<file path="config.mk">
export PLATFORM = sky130hd
export DESIGN_NAME = nw_fill_controller
export DESIGN_NICKNAME = d
export VERILOG_FILES = /design/src/rtl/nw_fill_controller_pkg.sv /design/src/rtl/nw_index_walker.sv /design/src/rtl/nw_fill_controller.sv
export SDC_FILE = /design/constraint.sdc
export NUM_CORES = 1
export LEC_CHECK = 0
export ABC_CLOCK_PERIOD_IN_PS = 5400
export CORE_MARGIN = 4
export CORE_UTILIZATION = 37
export CTS_CLUSTER_DIAMETER = 200
export CTS_CLUSTER_SIZE = 16
export DETAILED_ROUTE_END_ITERATION = 12
export HOLD_SLACK_MARGIN = 0.15
export SLEW_MARGIN = 20
export SYNTH_ARGS = -nofsm -noshare
export SYNTH_HDL_FRONTEND = slang
export SYNTH_HIERARCHICAL = 1
export SYNTH_SLANG_ARGS = --single-unit
</file>
<file path="constraint.sdc">
create_clock -name clk -period 5.4 [get_ports clk]
set_input_delay 0.81 -clock clk [delete_from_list [all_inputs] [get_ports clk]]
set_output_delay 0.81 -clock clk [all_outputs]
set_load 0.01 [all_outputs]
</file>
<file path="src/rtl/nw_fill_controller_pkg.sv">
// Shared types and constants for the Needleman-Wunsch fill sequencer.
package nw_fill_controller_pkg;

  // Sequencer states, 3-bit encoding.
  typedef enum logic [2:0] {
    ST_IDLE     = 3'd0,
    ST_INIT     = 3'd1,
    ST_READ     = 3'd2,
    ST_WAIT_MAX = 3'd3,
    ST_WRITE    = 3'd4,
    ST_NEXT     = 3'd5,
    ST_DONE     = 3'd6
  } state_e;

  // Score word width and the most negative representable score.
  localparam int SCORE_W   = 9;
  localparam int SCORE_MIN = -256;

  // Gap penalty used when seeding row 0 and column 0.
  localparam int GAP_DEFAULT = -2;

endpackage

</file>
<file path="src/rtl/nw_index_walker.sv">
// Row-major (i,j) walker over cells (1,1)..(N,N) with a last-cell flag.
module nw_index_walker #(
  parameter int N  = 128,
  parameter int AW = $clog2(N + 1) + 1
) (
  input  logic          clk,
  input  logic          rst,
  input  logic          clear,
  input  logic          load_first,
  input  logic          advance,
  output logic [AW-1:0] i,
  output logic [AW-1:0] j,
  output logic          last
);

  localparam logic [AW-1:0] LAST_IDX = AW'(N);
  localparam logic [AW-1:0] ONE      = AW'(1);

  logic [AW-1:0] i_q, i_d;
  logic [AW-1:0] j_q, j_d;

  // Next index: clear on start, (1,1) after init, row-major step otherwise; never wraps past N.
  always_comb begin
    i_d = i_q;
    j_d = j_q;
    if (clear) begin
      i_d = '0;
      j_d = '0;
    end else if (load_first) begin
      i_d = ONE;
      j_d = ONE;
    end else if (advance) begin
      if (j_q < LAST_IDX) begin
        j_d = j_q + ONE;
      end else if (i_q < LAST_IDX) begin
        i_d = i_q + ONE;
        j_d = ONE;
      end
    end
  end

  // Index registers with asynchronous active-low reset.
  always_ff @(posedge clk or negedge rst) begin
    if (!rst) begin
      i_q <= '0;
      j_q <= '0;
    end else begin
      i_q <= i_d;
      j_q <= j_d;
    end
  end

  assign i    = i_q;
  assign j    = j_q;
  assign last = (i_q == LAST_IDX) && (j_q == LAST_IDX);

endmodule

</file>
<file path="src/rtl/nw_fill_controller.sv">
// Needleman-Wunsch fill sequencer: seeds row/column 0, then walks every cell
// through read burst, max wait, write and index advance. Outputs are registered
// from the next state so they are glitch-free Moore signals.
module nw_fill_controller
  import nw_fill_controller_pkg::*;
#(
  parameter int N       = 128,
  parameter int BitAddr = $clog2(N + 1),
  parameter int GAP     = GAP_DEFAULT
) (
  input  logic                      clk,
  input  logic                      rst,
  input  logic                      start,
  input  logic                      abort,
  input  logic                      signal,
  input  logic                      hit,
  input  logic                      max_valid,
  output logic                      en_init,
  output logic                      en_read,
  output logic                      en_ins,
  output logic                      we,
  output logic                      change_index,
  output logic [BitAddr:0]          i,
  output logic [BitAddr:0]          j,
  output logic [BitAddr:0]          addr_init,
  output logic signed [SCORE_W-1:0] data_init,
  output logic                      busy,
  output logic                      done
);

  localparam int AW = BitAddr + 1;

  localparam logic [AW-1:0]             N_IDX     = AW'(N);
  localparam logic [AW-1:0]             ONE       = AW'(1);
  localparam logic signed [SCORE_W-1:0] MIN_SCORE = SCORE_W'(SCORE_MIN);
  localparam logic signed [SCORE_W:0]   MIN_EXT   = (SCORE_W + 1)'(SCORE_MIN);
  localparam logic signed [SCORE_W:0]   GAP_EXT   = (SCORE_W + 1)'(GAP);

  // Adds one gap penalty to the running init score, clamping at the score floor.
  function automatic logic signed [SCORE_W-1:0] sat_add_gap(
    input logic signed [SCORE_W-1:0] a
  );
    logic signed [SCORE_W:0] sum;
    sum = {a[SCORE_W-1], a} + GAP_EXT;
    if (sum < MIN_EXT) begin
      return MIN_SCORE;
    end
    return sum[SCORE_W-1:0];
  endfunction

  state_e                      state_q, state_d;
  logic [AW-1:0]               k_q, k_d;
  logic signed [SCORE_W-1:0]   acc_q, acc_d;

  logic                        en_init_q, en_init_d;
  logic                        en_read_q, en_read_d;
  logic                        en_ins_q, en_ins_d;
  logic                        we_q, we_d;
  logic                        change_index_q, change_index_d;
  logic [AW-1:0]               addr_init_q, addr_init_d;
  logic signed [SCORE_W-1:0]   data_init_q, data_init_d;
  logic                        busy_q, busy_d;
  logic                        done_q, done_d;

  logic                        wk_clear, wk_load, wk_adv, wk_last;
  logic [AW-1:0]               wk_i, wk_j;

  nw_index_walker #(
    .N  (N),
    .AW (AW)
  ) u_walker (
    .clk        (clk),
    .rst        (rst),
    .clear      (wk_clear),
    .load_first (wk_load),
    .advance    (wk_adv),
    .i          (wk_i),
    .j          (wk_j),
    .last       (wk_last)
  );

  // State, init counters and registered outputs; reset drops everything to zero at once.
  always_ff @(posedge clk or negedge rst) begin
    if (!rst) begin
      state_q        <= ST_IDLE;
      k_q            <= '0;
      acc_q          <= '0;
      en_init_q      <= 1'b0;
      en_read_q      <= 1'b0;
      en_ins_q       <= 1'b0;
      we_q           <= 1'b0;
      change_index_q <= 1'b0;
      addr_init_q    <= '0;
      data_init_q    <= '0;
      busy_q         <= 1'b0;
      done_q         <= 1'b0;
    end else begin
      state_q        <= state_d;
      k_q            <= k_d;
      acc_q          <= acc_d;
      en_init_q      <= en_init_d;
      en_read_q      <= en_read_d;
      en_ins_q       <= en_ins_d;
      we_q           <= we_d;
      change_index_q <= change_index_d;
      addr_init_q    <= addr_init_d;
      data_init_q    <= data_init_d;
      busy_q         <= busy_d;
      done_q         <= done_d;
    end
  end

  // Next-state logic; abort overrides every other transition and blocks counter/index updates.
  always_comb begin
    state_d  = state_q;
    k_d      = k_q;
    acc_d    = acc_q;
    wk_clear = 1'b0;
    wk_load  = 1'b0;
    wk_adv   = 1'b0;
    if (abort) begin
      state_d = ST_IDLE;
    end else begin
      unique case (state_q)
        ST_IDLE: begin
          if (start) begin
            state_d  = ST_INIT;
            k_d      = '0;
            acc_d    = '0;
            wk_clear = 1'b1;
          end
        end
        ST_INIT: begin
          if (hit) begin
            if (k_q < N_IDX) begin
              k_d   = k_q + ONE;
              acc_d = sat_add_gap(acc_q);
            end else begin
              wk_load = 1'b1;
              state_d = ST_READ;
            end
          end
        end
        ST_READ: begin
          if (signal) state_d = ST_WAIT_MAX;
        end
        ST_WAIT_MAX: begin
          if (max_valid) state_d = ST_WRITE;
        end
        ST_WRITE: begin
          state_d = ST_NEXT;
        end
        ST_NEXT: begin
          if (wk_last) begin
            state_d = ST_DONE;
          end else begin
            wk_adv  = 1'b1;
            state_d = ST_READ;
          end
        end
        ST_DONE: begin
          state_d = ST_IDLE;
        end
        default: begin
          state_d = ST_IDLE;
        end
      endcase
    end
  end

  // Output decode from the upcoming state so every output comes straight off a flop.
  always_comb begin
    en_init_d      = (state_d == ST_INIT);
    en_read_d      = (state_d == ST_READ);
    en_ins_d       = (state_d == ST_WRITE);
    we_d           = (state_d == ST_INIT) || (state_d == ST_WRITE);
    change_index_d = (state_d == ST_NEXT);
    busy_d         = (state_d != ST_IDLE);
    done_d         = (state_d == ST_DONE);
    addr_init_d    = '0;
    data_init_d    = '0;
    if (state_d == ST_INIT) begin
      addr_init_d = k_d;
      data_init_d = acc_d;
    end
  end

  assign en_init      = en_init_q;
  assign en_read      = en_read_q;
  assign en_ins       = en_ins_q;
  assign we           = we_q;
  assign change_index = change_index_q;
  assign addr_init    = addr_init_q;
  assign data_init    = data_init_q;
  assign busy         = busy_q;
  assign done         = done_q;
  assign i            = wk_i;
  assign j            = wk_j;

endmodule

</file>
==> metrics, run 1 <==
status finished, final reports clean; max_slew headroom 0.362; synth top area cells dfrtp_1 (50%), o21ai_0 (3.6%), nor2_1 (2.9%), nand2_1 (2.5%), ha_1 (2.4%); pwr dens 308 nW/um^2; CTS Buf Count 9; Worst Setup SP abort; clock power share 0.340; Die ar. 10200 sq um; crit end category flop; Synth area leader dfrtp_1; via count 2548; Syn Area/Cell 10.2 sq um; Synth Instances 312; hold wc startpoint k_q[5]; H-Tree Depth 3; Comb pwr share 0.206; First-pass DRT Iterations 4; CTS root buffer clkbuf_8; crit-path max cell delay 0.62 ns; Setup CP Type input port to flop; RSZ-0062 raised after global routing no; Final period util 0.585; Vias/cell 5.34; Hold Buf Count CTS 0; initial antenna violation count 0; Ys Warns 6; global-route wire length before repair 12.7 mm; Tot GR Track Use 0.159; syn nets 325; wirelength, routed 7.38 mm; worst vdd ir 0.114 mV; fin crit period 3.16 ns; Netlist cell types 64; Final ANT Viol Nets 0; Post-synth EDFFs 0; CTS sink cnt 64; die width 101 microns; # diodes 0; count of final max-slew check failures 0; CP cell instances clkdlybuf4s50_1 -> or4b_4 -> nor2_1 -> or2_1 -> a21oi_2 -> or3_1 -> a21oi_1; fmax 316 MHz; Min Hold Slack 0.518 ns; Worst path slowest cell or4b_4; CTS max path bufs 2; most common flop cell mapped by yosys dfrtp_1; share of layout cells above drive strength 1 0.0995; leak pwr 1.74 nW; crit path max fanout 11; Initial Util 0.384; Filler cells 819; area added between synthesis and finish 24.5%; Layout Skew 0.0108 ns; crit path DAT 3.41 ns; Die Height 101 microns; Internal 862 uW; Clk Latency, worst-skew pair 0.34 ns; GR Overflow Total 0; FFs w/ async S/R, synth 1.00; Worst R2R Start state_q[1]; max-cap violation count 0; Top Ports 50; worst endpoint required time 5.65 ns; Setup TNS Final 0 ns; crit path launch type input port; largest net degree at the start of global routing 65; R2R setup slack 2.61 ns; # rows 33; Core Area 8300 sq um; Psw 361 uW; Synth Cell Area 3190 sq um; switching part of the total 0.295; Finish-stage setup viols 0; Hold/Removal Path Class flop to flop; Reg power frac 0.455; final hold viol count 0; clk slew on worst S/H paths 0.07 ns; WL/cell 15.5 microns; DR iter-0 viols 85; Yosys top cell area share 0.502; Seq/Total Area, Yosys 0.502; CTS tree done; CTS resizes 0; RD Place Congestion 0.871; Post-DP HPWL 5.08 mm; number of port buffers 49; Post-route DRC 0; flop and latch count out of synthesis 64; vias in the first global route 2607; nets 380; postcts setup bufs 0; Slew @ Worst Pin 0.946 ns
worst max-delay path, delay by kind of cell:
family | cells | cell delay [ns]
simple gates | 4 | 1.76
buf+inv | 1 | 0.52
compound gates | 2 | 0.31
per-layer routing:
metal  share of wire  global-route usage  wire (microns)
met4           0.011              0.0415              84
met1            0.46               0.206            3400
met3           0.048              0.0561             352
met5               0                   0               0
met2            0.48               0.254            3540
cells in the mapped netlist (2+ instances only):
master,n
a311oi_2,3
nand2b_1,6
or3_1,9
nor4b_1,5
nor2_1,25
nor3b_1,2
dfrtp_1,64
mux2i_1,3
o41ai_1,2
and3_1,3
ha_1,6
xor2_1,2
and4_1,2
o21a_1,4
or2_1,2
a41oi_1,2
nand2_1,21
a211o_1,2
o2111ai_1,2
inv_1,16
o31ai_1,4
nor4_1,3
nand4_1,4
and2_1,5
o21ai_0,23
a21o_1,2
o211ai_1,3
nand3_1,9
a31oi_1,8
nor3_1,6
nor2b_1,12
clkbuf_1,3
or3b_2,2
a21oi_2,2
a21oi_1,14
buf_6,3
power by group through the flow:
stage	logic, mW	clock network, mW	registers [mW]
finish	0.251	0.415	0.556
detailed placement	0.254	0	0.564
global route	0.286	0.455	0.564
CTS	0.255	0.430	0.556
global placement	0.250	0	0.563
floorplan	0.160	0	0.564
layout make-up:
class | count | area (sq um) | share of cell area
inverters | 16 | 60.1 | 0.0151
well taps | 105 | 131 | 0.0331
flip-flops and latches | 64 | 1600 | 0.403
clock inverters | 3 | 40.0 | 0.0101
multi-input cells | 224 | 1470 | 0.370
clock buffers | 13 | 159 | 0.0400
repair buffers | 52 | 508 | 0.128
kinds of logic after synthesis:
group / count (synthesis) / share of synthesized area
buffers and inverters: 24 / 0.0369
AOI/OAI and AO/OA: 84 / 0.186
xor gates and xnor gates: 3 / 0.00824
adders and majority gates: 6 / 0.0235
and+or+nand+nor: 127 / 0.230
DFF: 64 / 0.502
muxes: 4 / 0.0129
path summary, 6_finish.rpt:
path,endpoint,depth (start not counted)
max,u_walker/j[2],7
min,k_q[5],1
max reg2reg,u_walker/j[2],6
min reg2reg,k_q[5],1
max in group asynchronous,u_walker/j[1],2
min in group asynchronous,u_walker/i[3],2
state kept, by name, summed over array words and instances (netlist names), 3 cells and up:
signal      flops
acc_q           9
addr_init       9
data_init       9
k_q             9
state_q         3
u_walker/i      9
u_walker/j      9
placed cells by master (no fill, tap or decap), types with 4 or more instances in the layout:
cell type        Yosys  final
ha_1                 6      6
nor2b_1             12     12
nor4b_1              5      5
clkbuf_8             0     11
nand4_1              4      4
nand2b_1             6      6
nand3_1              9      9
nand2_1             21     21
or3_1                9      9
clkdlybuf4s50_1      0     48
and2_1               5      5
a21oi_1             14     14
nor3_1               6      6
o21ai_0             23     23
dfrtp_1             64     64
nor2_1              25     25
inv_1               16     16
a31oi_1              8      8
o21a_1               4      4
o31ai_1              4      4
per-stage QoR:
step / setup slack [ns] / util / cells / cell area [sq um] / total power, mW
floorplan: 2.74 / - / 312 / 3190 / 0.724
global placement: 1.97 / 0.454 / 461 / 3770 / 0.813
detailed placement: 1.88 / 0.454 / 461 / 3770 / 0.817
CTS: 2.25 / 0.478 / 477 / 3970 / 1.24
global route: 2.11 / 0.478 / 477 / 3970 / 1.30
finish: 2.24 / 0.478 / 477 / 3970 / 1.22
(Power assumes the default switching activity.)
==> run 2, diff against run 1 <==
Settings changed: ABC_CLOCK_PERIOD_IN_PS 5400 to 3100.
Clock period 5.4 ns to 3.1 ns, I/O delays scaled along.
==> metrics, run 2 (synthesis gave the netlist of run 1 again) <==
status finished, final reports clean; Post-DP HPWL 5.29 mm; fmax 355 MHz; DP Area 3810 sq um; crit end category flop; Core Area 8300 sq um; Setup CP Type flop to flop; DR iter-0 viols 100; Worst path slowest cell dfrtp_1; Die ar. 10200 sq um; via count 2605; GRT busiest layer met2; Vias/cell 5.42; Layout Skew 0.00868 ns; die width 101 microns; met3 Use GR 0.0311; max-cap violation count 0; Clk Latency, worst-skew pair 0.33 ns; initial antenna violation count 0; global-route wire length before repair 12.7 mm; CTS resizes 0; # diodes 0; clk slew on worst S/H paths 0.07 ns; number of port buffers 49; Hold/Removal Path Class input port to async pin; commonest non-fill, non-tap cell in the layout dfrtp_1; Post-route DRC 0; Hold Buf Count CTS 0; crit path DAT 3.04 ns; First-pass DRT Iterations 4; fin crit period 2.82 ns; RSZ-0062 raised after global routing no; commonest cells after routing, fill and taps aside dfrtp_1 (64), clkdlybuf4s50_1 (48), nor2_1 (25); leak pwr 1.76 nW; Slew @ Worst Pin 0.945 ns; Top Ports 50; Tot GR Track Use 0.160; worst endpoint required time 3.32 ns; CTS sink cnt 64; Finish-stage setup viols 0; pwr dens 528 nW/um^2; wirelength, routed 7.48 mm; CTS tree done; GR Util met1 0.217; final hold viol count 0; area added between synthesis and finish 25.5%; postcts setup bufs 0; Final period util 0.908; WL/cell 15.6 microns; CTS root buffer clkbuf_8; nets 385; count of final max-slew check failures 0; crit path launch type flop; worst vdd ir 0.241 mV; vias in the first global route 2627; # rows 33; H-Tree Depth 3; CP cell instances inv_1 -> ha_1 -> nor4b_1 -> and4_1 -> nand2b_1 -> nor4_1 -> buf_4 -> or3b_1 -> a21oi_2 -> nand2_2 -> mux2i_1; Setup TNS Final 0 ns; CTS Buf Count 9; max_slew headroom 0.363; CTS max path bufs 2; share of layout cells above drive strength 1 0.114; GR Overflow Total 0; largest net degree at the start of global routing 34; Die Height 101 microns; RD Place Congestion 0.864; fin area 4000 sq um; M2 GR Usage 0.249; Final ANT Viol Nets 0; crit-path max cell delay 0.43 ns; crit path max fanout 7; Initial Util 0.384
[run 2: cell count changes in the layout (fill, tap and decap cells not counted)]
cell / delta
buf_4: +5
clkbuf_1: -2
clkbuf_8: -1
clkinv_2: -1
clkinvlp_4: +3
[run 2: cell type report]
| class | instances | area, sq um |
|---|---|---|
| multi-input cells | 224 | 1470 |
| well taps | 105 | 131 |
| repair buffers | 57 | 546 |
| flip-flops and latches | 64 | 1600 |
| clock buffers | 10 | 138 |
| inverters | 16 | 60.1 |
| fillers | 788 | 4300 |
| clock inverters | 5 | 57.6 |
[run 2: final timing paths]
path                                 end  slack (ns)  depth (start not counted)           from
max                        u_walker/i[3]        0.28                         11  u_walker/i[0]
min                         data_init[4]        0.20                          1            rst
max reg2reg                u_walker/i[3]        0.28                         11  u_walker/i[0]
min reg2reg                     acc_q[0]        0.52                          2       acc_q[0]
max in group asynchronous     state_q[0]        2.18                          2            rst
min in group clk                acc_q[0]        0.52                          2       acc_q[0]
[run 2: metal layers]
metal	vias to the layer above	routed length, microns
met1	1265	3460
met2	73	3620
met3	7	329
met5	-	0
met4	0	73
li1	1260	-
[run 2: worst max-delay path: cells and delay by family, from the launching register on]
family | cells | cell delay [ns]
AND/OR/NAND/NOR | 6 | 1.26
flip-flops | 1 | 0.43
AO/OA/AOI/OAI | 1 | 0.36
buffers and inverters | 2 | 0.31
adder cells (fa/ha/maj) | 1 | 0.21
multiplexers | 1 | 0.13
[run 2: stage by stage]
stage                     power (mW)  instances   util  hold WS (ns)  setup slack [ns]
after floorplan                 1.26        312      -         0.169             0.440
after global placement          1.42        466  0.459         0.494             0.310
after detailed placement        1.43        466  0.459         0.516             0.241
after CTS                       2.14        481  0.482         0.217             0.259
after global routing            2.24        481  0.482         0.262            0.0769
final                           2.11        481  0.482         0.197             0.284
[run 2: power by group]
group | internal [mW] | leakage, nW | switching (mW)
logic | 0.187 | 0.790 | 0.255
clock network | 0.387 | 0.0904 | 0.317
registers | 0.903 | 0.877 | 0.0646
